File: config.mk
export PLATFORM = sky130hd
export DESIGN_NAME = riscv_uart_tx
export DESIGN_NICKNAME = d
export VERILOG_FILES = /design/src/rtl/riscv_uart_tx.sv
export SDC_FILE = /design/constraint.sdc
export NUM_CORES = 1
export LEC_CHECK = 0
export BUFFER_PORTS_ARGS = -buffer_cell sky130_fd_sc_hd__buf_2
export CORE_ASPECT_RATIO = 1.75
export CORE_UTILIZATION = 60
export DETAILED_ROUTE_END_ITERATION = 16
export PLACE_DENSITY_LB_ADDON = 0.25
export SETUP_SLACK_MARGIN = 0.1
export SYNTH_ARGS = -nofsm -noshare
export SYNTH_HDL_FRONTEND = slang
export SYNTH_SLANG_ARGS = --single-unit
File: constraint.sdc
create_clock -name i_riscv_uart_tx_clk -period 3.5 [get_ports i_riscv_uart_tx_clk]
set_clock_uncertainty 0.05 [all_clocks]
set_input_delay 0.175 -clock i_riscv_uart_tx_clk [delete_from_list [all_inputs] [get_ports i_riscv_uart_tx_clk]]
set_output_delay 0.175 -clock i_riscv_uart_tx_clk [all_outputs]
set_load 0.02 [all_outputs]
File: src/rtl/riscv_uart_tx.sv
// 8N1 UART transmitter with a synchronous byte FIFO in front of it.
// The FIFO absorbs bursts from the core; the FSM drains it one frame at a time.
module riscv_uart_tx #(
  parameter int CLKS_PER_BIT = 434,
  parameter int FIFO_DEPTH   = 16,
  parameter int CNT_W        = $clog2(FIFO_DEPTH + 1)
) (
  input  logic       i_riscv_uart_tx_clk,
  input  logic       i_riscv_uart_tx_rst,
  input  logic [7:0] i_riscv_uart_tx_data,
  input  logic       i_riscv_uart_tx_valid,
  output logic       o_riscv_uart_tx_fifo_full,
  output logic       o_riscv_uart_tx_fifo_empty,
  output logic       o_riscv_uart_tx_busy,
  output logic       o_riscv_uart_tx_serial
);

  // state | meaning
  // IDLE  | line high; pops the FIFO head when one is available
  // START | start bit (low) for one bit period
  // DATA  | eight data bits, LSB first, from the shift register
  // STOP  | stop bit (high) for one bit period
  typedef enum logic [1:0] {IDLE, START, DATA, STOP} state_t;

  localparam int PTR_W  = (FIFO_DEPTH > 1) ? $clog2(FIFO_DEPTH) : 1;
  localparam int BAUD_W = (CLKS_PER_BIT > 1) ? $clog2(CLKS_PER_BIT) : 1;

  logic [7:0]       mem [FIFO_DEPTH];
  logic [PTR_W-1:0] wr_ptr, rd_ptr;
  logic [CNT_W-1:0] count;
  logic             push, pop;

  state_t            state_q, state_d;
  logic [BAUD_W-1:0] baud_q, baud_d;
  logic [2:0]        bit_q, bit_d;
  logic [7:0]        shift_q, shift_d;
  logic              serial_q, serial_d;
  logic              baud_last;

  assign o_riscv_uart_tx_fifo_full  = (count == CNT_W'(FIFO_DEPTH));
  assign o_riscv_uart_tx_fifo_empty = (count == '0);
  assign o_riscv_uart_tx_busy       = (state_q != IDLE) || !o_riscv_uart_tx_fifo_empty;
  assign o_riscv_uart_tx_serial     = serial_q;

  // Push uses the registered full flag, so a push in the same cycle as a pop
  // from a full FIFO is still dropped.
  assign push = i_riscv_uart_tx_valid && !o_riscv_uart_tx_fifo_full;

  always_ff @(posedge i_riscv_uart_tx_clk) begin
    if (push) begin
      mem[wr_ptr] <= i_riscv_uart_tx_data;
    end
  end

  always_ff @(posedge i_riscv_uart_tx_clk) begin
    if (i_riscv_uart_tx_rst) begin
      wr_ptr <= '0;
      rd_ptr <= '0;
      count  <= '0;
    end else begin
      if (push) wr_ptr <= wr_ptr + 1'b1;
      if (pop)  rd_ptr <= rd_ptr + 1'b1;
      unique case ({push, pop})
        2'b10:   count <= count + 1'b1;
        2'b01:   count <= count - 1'b1;
        default: count <= count;
      endcase
    end
  end

  assign baud_last = (baud_q == BAUD_W'(CLKS_PER_BIT - 1));

  always_ff @(posedge i_riscv_uart_tx_clk) begin
    if (i_riscv_uart_tx_rst) begin
      state_q  <= IDLE;
      baud_q   <= '0;
      bit_q    <= '0;
      shift_q  <= '0;
      serial_q <= 1'b1;
    end else begin
      state_q  <= state_d;
      baud_q   <= baud_d;
      bit_q    <= bit_d;
      shift_q  <= shift_d;
      serial_q <= serial_d;
    end
  end

  always_comb begin
    state_d  = state_q;
    baud_d   = baud_q;
    bit_d    = bit_q;
    shift_d  = shift_q;
    pop      = 1'b0;
    serial_d = 1'b1;
    case (state_q)
      IDLE: begin
        if (!o_riscv_uart_tx_fifo_empty) begin
          pop     = 1'b1;
          shift_d = mem[rd_ptr];
          baud_d  = '0;
          state_d = START;
        end
      end
      START: begin
        if (baud_last) begin
          baud_d  = '0;
          bit_d   = '0;
          state_d = DATA;
        end else begin
          baud_d = baud_q + 1'b1;
        end
      end
      DATA: begin
        if (baud_last) begin
          baud_d  = '0;
          shift_d = {1'b0, shift_q[7:1]};
          bit_d   = bit_q + 1'b1;
          if (bit_q == 3'd7) state_d = STOP;
        end else begin
          baud_d = baud_q + 1'b1;
        end
      end
      STOP: begin
        if (baud_last) begin
          baud_d  = '0;
          state_d = IDLE;
        end else begin
          baud_d = baud_q + 1'b1;
        end
      end
      default: state_d = IDLE;
    endcase
    // Line level follows the state being entered so it lines up with state_q.
    case (state_d)
      START:   serial_d = 1'b0;
      DATA:    serial_d = shift_d[0];
      default: serial_d = 1'b1;
    endcase
  end

endmodule

==> qor.csv <==
stage,metric,value,unit
run_status,outcome,completed,
synth,synth_async_sr_flop_share,0,%
place,place_congestion,0.8599,
synth,synthesis.area,0.006929,mm²
clock_network,cts_sinks,168,
clock_network,htree_levels,4,
timing,fin_hold_ws,0.07036,ns
timing,min_period,3.096,ns
global_route,grt_max_degree,45,
synth,ys_seq_elements,168,
synth,synth_edf_count,128,
critical_path,critPathCaptureType,register,
critical_path,critPathSlowestCell,nor4_1,
timing,final_max_slew_viol_count,0,
global_route,antenna_found_initial,0,
detailed_routing,vias_per_cell,6.225,
clock_network,cts_tree,done,
power_and_ir_drop,ir_worst_vdd,0.5648,mV
synth,ys_types,50,
detailed_routing,ant_nets,0,
flow_run,cap_violations,0,
clock_network,clk_latency,0.43,ns
global_route,grt_pass1_vias,4034,
clock_network,ctsLongestPathBuffers,2,
timing,fin_ws,0.4042,ns
finish,layoutNonFillerInstCount,627,
finish,drive_gt1_share,20.40,%
synth,syn_nets,487,
timing,finalSetupTns,0,ns
global_route,grt_usage,24.37,%
die,die_area,0.01200,mm²
place,dp_hpwl,8878,µm
die,fp.coreArea,0.01117,mm²
critical_path,critical_path_class,reg2reg,
synth,synth-main-ff-cell,edfxtp_1,
synth,synth_top_area_share,55.47,%
die,die_w,83.24,µm
global_route,grt_pass1_wl,21480,µm
clock_network,clk_pin_slew_worst_paths,0.07,ns
place,portBuffers,14,
clock_network,post-cts-setup-buffers,0,
detailed_routing,drc_errors,0,
detailed_routing,drt-initial-drc-count,216,
clock_network,cts-hold-fix-buffers,0,
timing,slew_headroom,36.25,%
die,num_io_pins,15,
synth,ys_top_cells_by_area,"edfxtp_1 (55%), dfxtp_1 (12%), mux4_2 (10%)",
synth,syn_area_per_cell,14.93,µm²
finish,fin_nets,505,
die,die_h,144.2,µm
global_route,gr-total-overflow,0,
finish,num_antenna_cells,0,
timing,finalCritPeriodShare,88.45,%
place,dpl_cell_area,0.007137,mm²
detailed_routing,drt-wirelength-per-cell,21.17,µm
critical_path,critical_path.startpoint_type,register,
clock_network,cts_buffers,17,
finish,area_delta_synth_final,11.59,%
critical_path,slowest_delay,0.56,ns
detailed_routing,drt_pass1_iterations,4,
timing,tightest_slew,0.9527,ns
finish,fillers,735,
detailed_routing,dr_total_vias,3903,
timing,setup_violations,0,
critical_path,cp.arrival,3.36,ns
die,start_util,62.05,%
power_and_ir_drop,p_per_area,709.6,mW/mm²
detailed_routing,wirelength,13270,µm
timing,hold_violations,0,
place,place_worst_setup_slack,0.4362,ns
critical_path,crit_chain,nor4_1 > a21boi_1 > inv_1 > ha_1 > xor2_1 > ha_1 > nand2_1 > nand2_1 > mux2i_1 > a2111oi_2 > mux2_2,
power_and_ir_drop,leakagePower,2.553,nW
synth,netlist_instances,464,
timing,rsz0062_at_grt,no,
synth,synth_top_cell_by_area,edfxtp_1,
critical_path,critical_path_required,3.77,ns
die,rows,51,
finish,finalInstanceArea,0.007732,mm²
synth,ys_seq_area_share,67.03,%
synth,ys_warn_count,0,
place,dpl.cell_count,595,
timing,fmax,323.0,MHz
hold_path,worst_hold_path_type,in2reg,
critical_path,path_max_fanout,10,
clock_network,cts_resized,0,
clock_network,root_buffer,clkbuf_16,
path summary, 6_finish.rpt:
check | startpoint | endpoint | slack [ns] | cells after the start
worst min register to register | bit_q[2] | bit_q[2] | 0.45 | 2
worst max-delay path | count[1] | count[4] | 0.40 | 11
worst min-delay path | i_riscv_uart_tx_data[7] | mem[15][7] | 0.07 | 1
worst max register to register | count[1] | count[4] | 0.40 | 11
worst max-delay path, delay by kind of cell, from the launching register on:
kind	cells	cell delay (ns)
and+or+nand+nor	3	0.69
adders and majority gates	2	0.58
AOI/OAI and AO/OA	2	0.55
muxes	2	0.44
DFF	1	0.40
xor gates and xnor gates	1	0.20
buffers and inverters	1	0.09
through the flow:
step | power [mW] | util [%]
6_report | 5.487 | 69.24
5_1_grt | 5.741 | 69.24
4_1_cts | 5.523 | 69.24
3_5_place_dp | 3.702 | 63.91
3_3_place_gp | 3.652 | 63.91
2_1_floorplan | 3.377 | -
Yosys cell counts (all sizes together), types with 2 or more instances:
cell	count
nor2b	4
xnor2	3
nand3b	5
nor2	48
dfxtp	40
or4	4
nor3	8
a311oi	2
mux2	5
a21oi	19
nand2b	6
mux2i	7
mux4	32
nand3	6
nand2	23
and3	7
o22ai	8
a22oi	10
edfxtp	128
nand4	3
or2	2
clkbuf	19
o21ai	19
and2	2
xor2	8
a41oi	2
inv	10
buf	7
ha	12
sequential cells by signal, summed over array words and instances (netlist names), named ones only:
signal                  flops
baud_q                      9
bit_q                       3
wr_ptr                      4
state_q                     2
rd_ptr                      4
mem                       128
shift_q                     8
count                       5
o_riscv_uart_tx_serial      1
where the power goes:
group | total (mW) | internal (mW) | switching, mW
clock | 1.83 | 0.965 | 0.865
sequential | 2.41 | 2.28 | 0.131
combinational | 1.24 | 0.557 | 0.686
total | 5.49 | 3.80 | 1.68
final cells by class:
class,instances,area [µm²],share of cell area (%)
flip-flops and latches,168,4644,60.06
clock buffers,17,425.4,5.502
clock inverters,15,170.2,2.201
multi-input cells,260,2137,27.64
repair buffers,25,152.6,1.974
inverters,10,37.54,0.4854
well taps,132,165.2,2.136
cells in the final DEF, fill, tap and decap left out, drive strengths merged, types with 10 or more instances in the layout:
master	instances
a22oi	10
o21ai	19
a21oi	19
dfxtp	40
mux4	32
buf	25
edfxtp	128
inv	19
nor2	48
ha	12
nand2	23
clkbuf	17
cell families after synthesis:
group | Yosys count | share of synthesized area, %
DFF | 168 | 67.03
and+or+nand+nor | 123 | 8.685
AOI/OAI and AO/OA | 70 | 6.375
muxes | 44 | 12.22
buffers and inverters | 36 | 2.131
adders and majority gates | 12 | 2.167
xor gates and xnor gates | 11 | 1.391
layer usage:
metal,global-route usage (%),routed length (µm),up-vias
met5,0,0,-
met4,13.79,507,0
met3,4.737,468,37
met2,44.26,7402,100
met1,26.62,4893,1943
li1,-,-,1823
No activity file was read; power rests on OpenSTA's default activity.
